`src/rtl/serial_sub_pkg.sv`:
```
// Shared types and defaults for the slice-serial flag subtractor.
// Optional add mode is enabled by defining SERIAL_SUB_ADD_EN.
package serial_sub_pkg;

  typedef enum logic [1:0] {
    IDLE = 2'd0,
    RUN  = 2'd1,
    DONE = 2'd2
  } state_t;

  localparam int DEF_WIDTH  = 32;
  localparam int DEF_SLICE  = 4;
  localparam int DEF_NSLICE = DEF_WIDTH / DEF_SLICE;

  // Width of a counter that indexes n slices; never narrower than one bit.
  function automatic int cnt_width(input int n);
    return (n > 1) ? $clog2(n) : 1;
  endfunction

  typedef logic [cnt_width(DEF_NSLICE)-1:0] slice_cnt_t;

endpackage

```
`src/rtl/slice_adder.sv`:
```
// Combinational SLICE-bit ripple adder that also exposes the carry into its MSB,
// so the last slice can supply the signed-overflow flag. Requires SLICE >= 2.
module slice_adder #(
  parameter int SLICE = 4
) (
  input  logic [SLICE-1:0] a,
  input  logic [SLICE-1:0] b,
  input  logic             cin,
  output logic [SLICE-1:0] sum,
  output logic             cout,
  output logic             c_msb
);

  logic [SLICE-1:0] w_low;
  logic             w_a_msb;
  logic             w_b_msb;

  // Low SLICE-1 bits are added one bit wider so the top bit is the carry into the MSB.
  assign w_low   = {1'b0, a[SLICE-2:0]} + {1'b0, b[SLICE-2:0]} + {{(SLICE-1){1'b0}}, cin};
  assign w_a_msb = a[SLICE-1];
  assign w_b_msb = b[SLICE-1];
  assign c_msb   = w_low[SLICE-1];

  assign sum  = {w_a_msb ^ w_b_msb ^ c_msb, w_low[SLICE-2:0]};
  assign cout = (w_a_msb & w_b_msb) | (c_msb & (w_a_msb ^ w_b_msb));

endmodule

```
`src/rtl/serial_flag_sub.sv`:
```
// Slice-serial WIDTH-bit subtractor producing N/V/Z/C behind a start/done handshake.
// Define SERIAL_SUB_ADD_EN to add the op_add port (1 = a+b, 0 = a-b).
module serial_flag_sub
  import serial_sub_pkg::*;
#(
  parameter int WIDTH = DEF_WIDTH,
  parameter int SLICE = DEF_SLICE
) (
  input  logic             clk,
  input  logic             reset,
  input  logic             start,
`ifdef SERIAL_SUB_ADD_EN
  input  logic             op_add,
`endif
  input  logic [WIDTH-1:0] a,
  input  logic [WIDTH-1:0] b,
  output logic             busy,
  output logic             done,
  output logic [WIDTH-1:0] result,
  output logic             negative,
  output logic             overflow,
  output logic             zero,
  output logic             carry
);

  localparam int NSLICE = WIDTH / SLICE;
  localparam int CNT_W  = cnt_width(NSLICE);
  localparam logic [CNT_W-1:0] LAST_CNT = CNT_W'(NSLICE - 1);

  state_t r_state;
  state_t w_state_nxt;

  logic [WIDTH-1:0]       r_a;
  logic [WIDTH-1:0]       r_b;
  logic [WIDTH-SLICE-1:0] r_work;
  logic                   r_cin;
  logic [CNT_W-1:0]       r_cnt;
  logic [WIDTH-1:0]       r_result;
  logic                   r_n;
  logic                   r_v;
  logic                   r_z;
  logic                   r_c;

  logic             w_op_add;
  logic             w_accept;
  logic             w_last;
  logic [SLICE-1:0] w_sum;
  logic             w_cout;
  logic             w_c_msb;
  logic [WIDTH-1:0] w_res_nxt;

`ifdef SERIAL_SUB_ADD_EN
  assign w_op_add = op_add;
`else
  assign w_op_add = 1'b0;
`endif

  assign w_accept  = start && ((r_state == IDLE) || (r_state == DONE));
  assign w_last    = (r_state == RUN) && (r_cnt == LAST_CNT);
  // Each new slice enters at the top; after NSLICE shifts the LSB slice sits at bit 0.
  assign w_res_nxt = {w_sum, r_work};

  slice_adder #(.SLICE(SLICE)) u_slice_adder (
    .a     (r_a[SLICE-1:0]),
    .b     (r_b[SLICE-1:0]),
    .cin   (r_cin),
    .sum   (w_sum),
    .cout  (w_cout),
    .c_msb (w_c_msb)
  );

  // NOTE: sequential state uses non-blocking assignments so every register
  // samples pre-edge values, independent of statement order.
  always_ff @(posedge clk) begin
    if (reset) r_state <= IDLE;
    else       r_state <= w_state_nxt;
  end

  // NOTE: the default assignment first keeps this block free of inferred latches.
  always_comb begin
    w_state_nxt = r_state;
    unique case (r_state)
      IDLE:    if (w_accept) w_state_nxt = RUN;
      RUN:     if (w_last)   w_state_nxt = DONE;
      DONE:    w_state_nxt = w_accept ? RUN : IDLE;
      default: w_state_nxt = IDLE;
    endcase
  end

  always_comb begin
    busy = 1'b0;
    done = 1'b0;
    unique case (r_state)
      RUN:     busy = 1'b1;
      DONE:    done = 1'b1;
      default: ;
    endcase
  end

  // NOTE: the operand and work registers are reset too (not left don't-care),
  // so a reset mid-run leaves no partial result anywhere in the datapath.
  always_ff @(posedge clk) begin
    if (reset) begin
      r_a      <= '0;
      r_b      <= '0;
      r_work   <= '0;
      r_cin    <= 1'b0;
      r_cnt    <= '0;
      r_result <= '0;
      r_n      <= 1'b0;
      r_v      <= 1'b0;
      r_z      <= 1'b0;
      r_c      <= 1'b0;
    end else if (w_accept) begin
      r_a   <= a;
      r_b   <= w_op_add ? b : ~b;
      r_cin <= ~w_op_add;
      r_cnt <= '0;
    end else if (r_state == RUN) begin
      r_a    <= r_a >> SLICE;
      r_b    <= r_b >> SLICE;
      r_cin  <= w_cout;
      r_work <= w_res_nxt[WIDTH-1:SLICE];
      r_cnt  <= r_cnt + CNT_W'(1);
      if (w_last) begin
        r_result <= w_res_nxt;
        r_n      <= w_res_nxt[WIDTH-1];
        r_v      <= w_c_msb ^ w_cout;
        r_z      <= (w_res_nxt == '0);
        r_c      <= w_cout;
      end
    end
  end

  assign result   = r_result;
  assign negative = r_n;
  assign overflow = r_v;
  assign zero     = r_z;
  assign carry    = r_c;

endmodule

```
`config.mk`:
```
export PLATFORM = sky130hd
export DESIGN_NAME = serial_flag_sub
export DESIGN_NICKNAME = d
export VERILOG_FILES = /design/src/rtl/serial_sub_pkg.sv /design/src/rtl/slice_adder.sv /design/src/rtl/serial_flag_sub.sv
export SDC_FILE = /design/constraint.sdc
export NUM_CORES = 1
export LEC_CHECK = 0
export CORE_MARGIN = 2
export CORE_UTILIZATION = 46
export DETAILED_ROUTE_END_ITERATION = 7
export PLACE_DENSITY = 0.75
export SYNTH_ARGS = -nofsm -noshare
export SYNTH_HDL_FRONTEND = slang
export SYNTH_SLANG_ARGS = --single-unit
```
`constraint.sdc`:
```
create_clock -name clk -period 2 [get_ports clk]
set_clock_uncertainty 0.1 [all_clocks]
set_input_delay 0.2 -clock clk [delete_from_list [all_inputs] [get_ports clk]]
set_output_delay 0.2 -clock clk [all_outputs]
set_load 0.02 [all_outputs]
```
# Yosys cells after proc, flatten, opt, wreduce, memory -nomap -nowiden

Index checks and enable logic that the tools add are counted.

Register bits: 134
Latch bits: 0
Memory bits (writable): 0
Bits in read-only memories: 0
Input port bits: 67
Output and inout bits: 38
Memories: 0

Add/sub/neg operators: 3
$mul: 0
Divide/modulo/power cells: 0
$lt $le $gt $ge: 0
Eq/ne operators: 5
Shift-type cells: 0
Muxes and demuxes: 12
Bitwise operators: 8
Reduce and logical (&&, ||, !) cells: 10

Operators with widths:

| cell                | number |
|---|---|
| $mux 32             | 4 |
| $logic_not 32->1    | 1 |
| $not 32->32         | 1 |
| $pmux 2 s3          | 1 |
| $mux 1              | 5 |
| $add 3x3->4         | 1 |
| $add 4x1->4         | 1 |
| $mux 2              | 2 |
| $ne 2x2->1 const B  | 2 |
| $reduce_and 2->1    | 2 |
| $add 3x1->3 const B | 1 |
| $eq 3x3->1 const B  | 1 |
| $reduce_and 3->1    | 1 |
| $xor 1x1->1         | 3 |
| $and 1x1->1         | 2 |
| $eq 2x1->1 const B  | 1 |
| $eq 2x2->1 const B  | 1 |
| $logic_and 1x1->1   | 2 |
| $logic_not 2->1     | 1 |
| $reduce_bool 2->1   | 1 |
| $reduce_or 2->1     | 1 |
| $logic_or 1x1->1    | 1 |
| $not 1->1           | 1 |
| $or 1x1->1          | 1 |

# Logic depth before layout (Yosys ltp)

Depth after elaboration: 6
Mapped depth: 8

# Cells and area by module

Synthesis repeated with hierarchy kept, for this count alone.

Cell total of the unflattened synthesis: 647
Area, all modules: 5333.9 um^2

By module, submodules not included:

| module          | times used | cells an instance | area an instance (um^2) | seq. area each (um^2) |
|---|---|---|---|---|
| serial_flag_sub | 1          | 631               | 5197.5                  | 2662.6 |
| slice_adder     | 1          | 16                | 136.4                   | 0.0 |

# Worst setup path after synthesis

OpenSTA, ideal clock, no wires.

Path type: register to register
From: register r_a[0]
To: register r_z (netlist: zero)
Library setup time: 0.120 ns
Arrival time: 1.841 ns
Required time: 1.780 ns
Setup slack: -0.060 ns
Stages on the path, launching flop included: 9
Period minus slack after synthesis: 2.060 ns
Cell sequence: dfxtp_1 -> fa_1 -> a21o_1 -> a21o_1 -> inv_1 -> fa_1 -> nor4bb_1 -> nand4_1 -> o31ai_1

Longest elaborated chain between the ends: 4

RTL lines:

| what                   | line                   | source |
|---|---|---|
| start, declared        | serial_flag_sub.sv:33  | `logic [WIDTH-1:0] r_a;` |
| start signal, assigned | serial_flag_sub.sv:120 | `r_a <= r_a >> SLICE;` |
| $add 3x3->4 (*)        | slice_adder.sv:19      | `assign w_low = {1'b0, a[SLICE-2:0]} + {1'b0, b[SLICE-2:0]} + {{(SLICE-1){1'b0}}, cin};` |
| $add 4x1->4 (*)        | slice_adder.sv:19      |  |
| $xor 1x1->1            | slice_adder.sv:24      | `assign sum = {w_a_msb ^ w_b_msb ^ c_msb, w_low[SLICE-2:0]};` |
| $logic_not 32->1 (*)   | serial_flag_sub.sv:129 | `r_z <= (w_res_nxt == '0);` |
| end signal, assigned   | serial_flag_sub.sv:129 |  |
| end, declared          | serial_flag_sub.sv:41  | `logic r_z;` |

Mark *: on every way between the ends. The rest lies on a longest branch, timed or not.
A chain may end at the register's enable or synchronous reset.

# Worst setup path in the final report

From: register r_b[0]
To: register r_work[27]

Longest elaborated chain between the ends: 3

RTL lines:

| what                   | line                   | source |
|---|---|---|
| start, declared        | serial_flag_sub.sv:34  | `logic [WIDTH-1:0] r_b;` |
| start signal, assigned | serial_flag_sub.sv:116 | `r_b <= w_op_add ? b : ~b;` |
| start signal, assigned | serial_flag_sub.sv:121 | `r_b <= r_b >> SLICE;` |
| $add 3x3->4            | slice_adder.sv:19      |  |
| $add 4x1->4            | slice_adder.sv:19      |  |
| $xor 1x1->1            | slice_adder.sv:24      |  |
| end signal, assigned   | serial_flag_sub.sv:123 | `r_work <= w_res_nxt[WIDTH-1:SLICE];` |
| end, declared          | serial_flag_sub.sv:35  | `logic [WIDTH-SLICE-1:0] r_work;` |

No other way between the ends.

==> results.ini <==
[clocking]
cts_root_buffer = clkbuf_16
clkTransAtPathRegs_ps = 60
cts.sinks = 133
clk_latency_ps = 410
cts-buffers-inserted = 17
cts_buffer_depth = 2
cts_htree_levels = 4
hold_buffers = 0
cts_tree = yes

[floorplanning]
io_pins = 105
floorplan.initialDensity = 0.468
die-area_um2 = 12500
fp-row-count = 39
die_y_um = 112
core_um2 = 11400
die_w_um = 112

[timing]
tightest_slew_ps = 516
hold_violations = 0
setup-tns-final_ps = -501
post-route-period-util = 1.08
layout_min_cycle_time_ps = 2160
fin_hold_ws_ps = 154
slew_headroom = 0.656
finalSetupViolCount = 4
fmax_ghz = 0.463
fin_ws_ps = -159
slew_viol_final = 0
rsz0062_at_grt = true

[logic_synthesis]
syn_nets = 702
netlist_area_um2 = 5330
yosysWarnings = 0
postSynthCellCount = 628
ys_types = 42
syn_avg_cell_area_um2 = 8.48
ys_ff_latch = 133
seq_area_frac_synth = 0.500

[worst_setup_path]
arrival_ps = 2390
crit_path_max_fanout = 2
cp.required_ps = 2230
criticalPathCategory = flip-flop to flip-flop
cp-start-kind = flip-flop
critPathCaptureType = flip-flop
r2r_cells = 8

[finish]
utilization = 0.622
multi_input_area_um2 = 2360
layout_common_cells = nand2_1, dfxtp_1, clkdlybuf4s50_1
fin_nets = 788
ff_latch_area_um2 = 2670
fillers = 979
design_area_um2 = 7070
drive_above_1_share = 0.103
final_common_cell = nand2_1
syn2layout_area_growth_pct = 32.7
n_antenna_cell = 0

[run_status]
outcome = finished with violations
violations = setup timing

[detailed_routing]
vias = 4716
drcViolationCount = 0
first_iter_violations = 242
routed_via_density = 5.42
totalWireLength_um = 12600
dr.pass1.iters = 5
ant_nets = 0
routedWlPerCell_um = 14.5

[global_routing]
grt_pass1_wl_um = 20900
grt_max_degree = 95
track_usage = 0.204
grt_pass1_vias = 4506
overflow = 0
antenna_found_initial = 0

[place]
post-dp-hpwl_um = 8230
place_area_um2 = 6460
routabilityCongestion = 0.836
io_buffers = 104

[worst_hold_path]
hp-class = primary input to flip-flop
hold_depth = 2

[power]
p_leak_nw = 2.48
ir_drop_mv = 0.545
p_per_area_nw_per_um2 = 919
finalPower_mw = 6.49

[flow_run]
maxCapViolations = 0

-- synth_stat cells --
library cell	count	area, um2
nand4b_1	1	8.76
ha_1	4	50.1
buf_4	12	90.1
xnor2_1	2	17.5
nor3_1	25	125
dfxtp_1	133	2660
nor4_1	6	37.5
a2bb2oi_1	16	140
nand3_1	25	125
a311oi_2	1	15.0
nand2b_1	6	37.5
and3b_1	1	8.76
buf_6	5	56.3
and2_1	1	6.26
nand4_1	1	6.26
nor2_1	23	86.3
nor3_2	1	10.0
a311oi_1	21	184
o221a_2	6	67.6
o21a_1	1	7.51
a22oi_1	1	7.51
mux2i_1	2	20.0
o21bai_1	1	7.51
nand2_1	161	604
inv_1	7	26.3
buf_1	1	3.75
inv_2	1	3.75
nor2b_1	2	12.5
a2111oi_0	1	8.76
o22ai_1	12	75.1
a211oi_2	2	25.0
a31oi_1	1	6.26
o31ai_1	1	7.51
fa_1	3	60.1
a21oi_1	87	435
nand3b_1	3	22.5
nor4bb_1	1	10.0
clkbuf_1	19	71.3
buf_2	20	100
a21o_1	2	15.0
and2_0	5	31.3
a211oi_1	4	30.0
-- critical path: stages (launching register included) --
cell	delay [ps]
dfxtp_2	320
fa_2	390
a21o_1	180
a21o_1	170
inv_2	60
fa_1	420
buf_4	150
buf_6	110
a211oi_2	160
-- flip-flops by register name, summed over array words and instances (netlist names), 2 cells and up --
| register | count |
|---|---|
| r_b | 32 |
| r_work | 28 |
| r_a | 32 |
| r_cnt | 3 |
| r_state | 2 |
| result | 32 |
-- metrics by stage --
step                std cells  setup slack, ps
CTS                       869             -104
detailed placement        837             -102
finish                    870             -159
floorplan                 628            -22.2
global route              870             -246
global placement          837            -54.0
-- worst paths after layout --
kind / start / to / slack, ps
hold / removal: reset / result[18] / 150
setup reg to reg: r_b[0] / r_work[27] / -160
setup / recovery: r_b[0] / r_work[27] / -160
hold reg to reg: result[14] / result[14] / 350
-- layout make-up --
type | instances | share of cell area
Sequential cell | 133 | 0.378
Multi-Input combinational cell | 430 | 0.335
Timing Repair Buffer | 124 | 0.179
Clock buffer | 23 | 0.0676
Tap cell | 143 | 0.0253
Clock inverter | 9 | 0.0110
Inverter | 8 | 0.00425
-- power by group --
part / switching (mW) / internal [mW]
Clock: 1.10 / 1.79
Sequential: 0.0796 / 2.78
Combinational: 0.368 / 0.368
-- timing repair --
item | 4_1_cts | 5_1_grt
resized for setup | 4 | 7
setup buffers | 0 | 1
setup endpoints to repair | 5 | 4
gates cloned | 0 | 0
pin swaps | 3 | 0
-- cells by family after synthesis --
family | count (synthesis) | synth area share
muxes | 2 | 0.00376
adders and majority gates | 7 | 0.0207
xor gates and xnor gates | 2 | 0.00329
DFF | 133 | 0.500
AOI/OAI and AO/OA | 157 | 0.194
and+or+nand+nor | 262 | 0.213
buffers and inverters | 65 | 0.0660
-- layer usage --
metal | routed length (um) | up-vias | GRT usage
met5 | 0 | - | 0
met4 | 161 | 0 | 0.0716
met3 | 745 | 18 | 0.0604
met2 | 6150 | 151 | 0.349
met1 | 5550 | 2186 | 0.246
li1 | - | 2361 | -
Power figures use the tool's default switching activity.
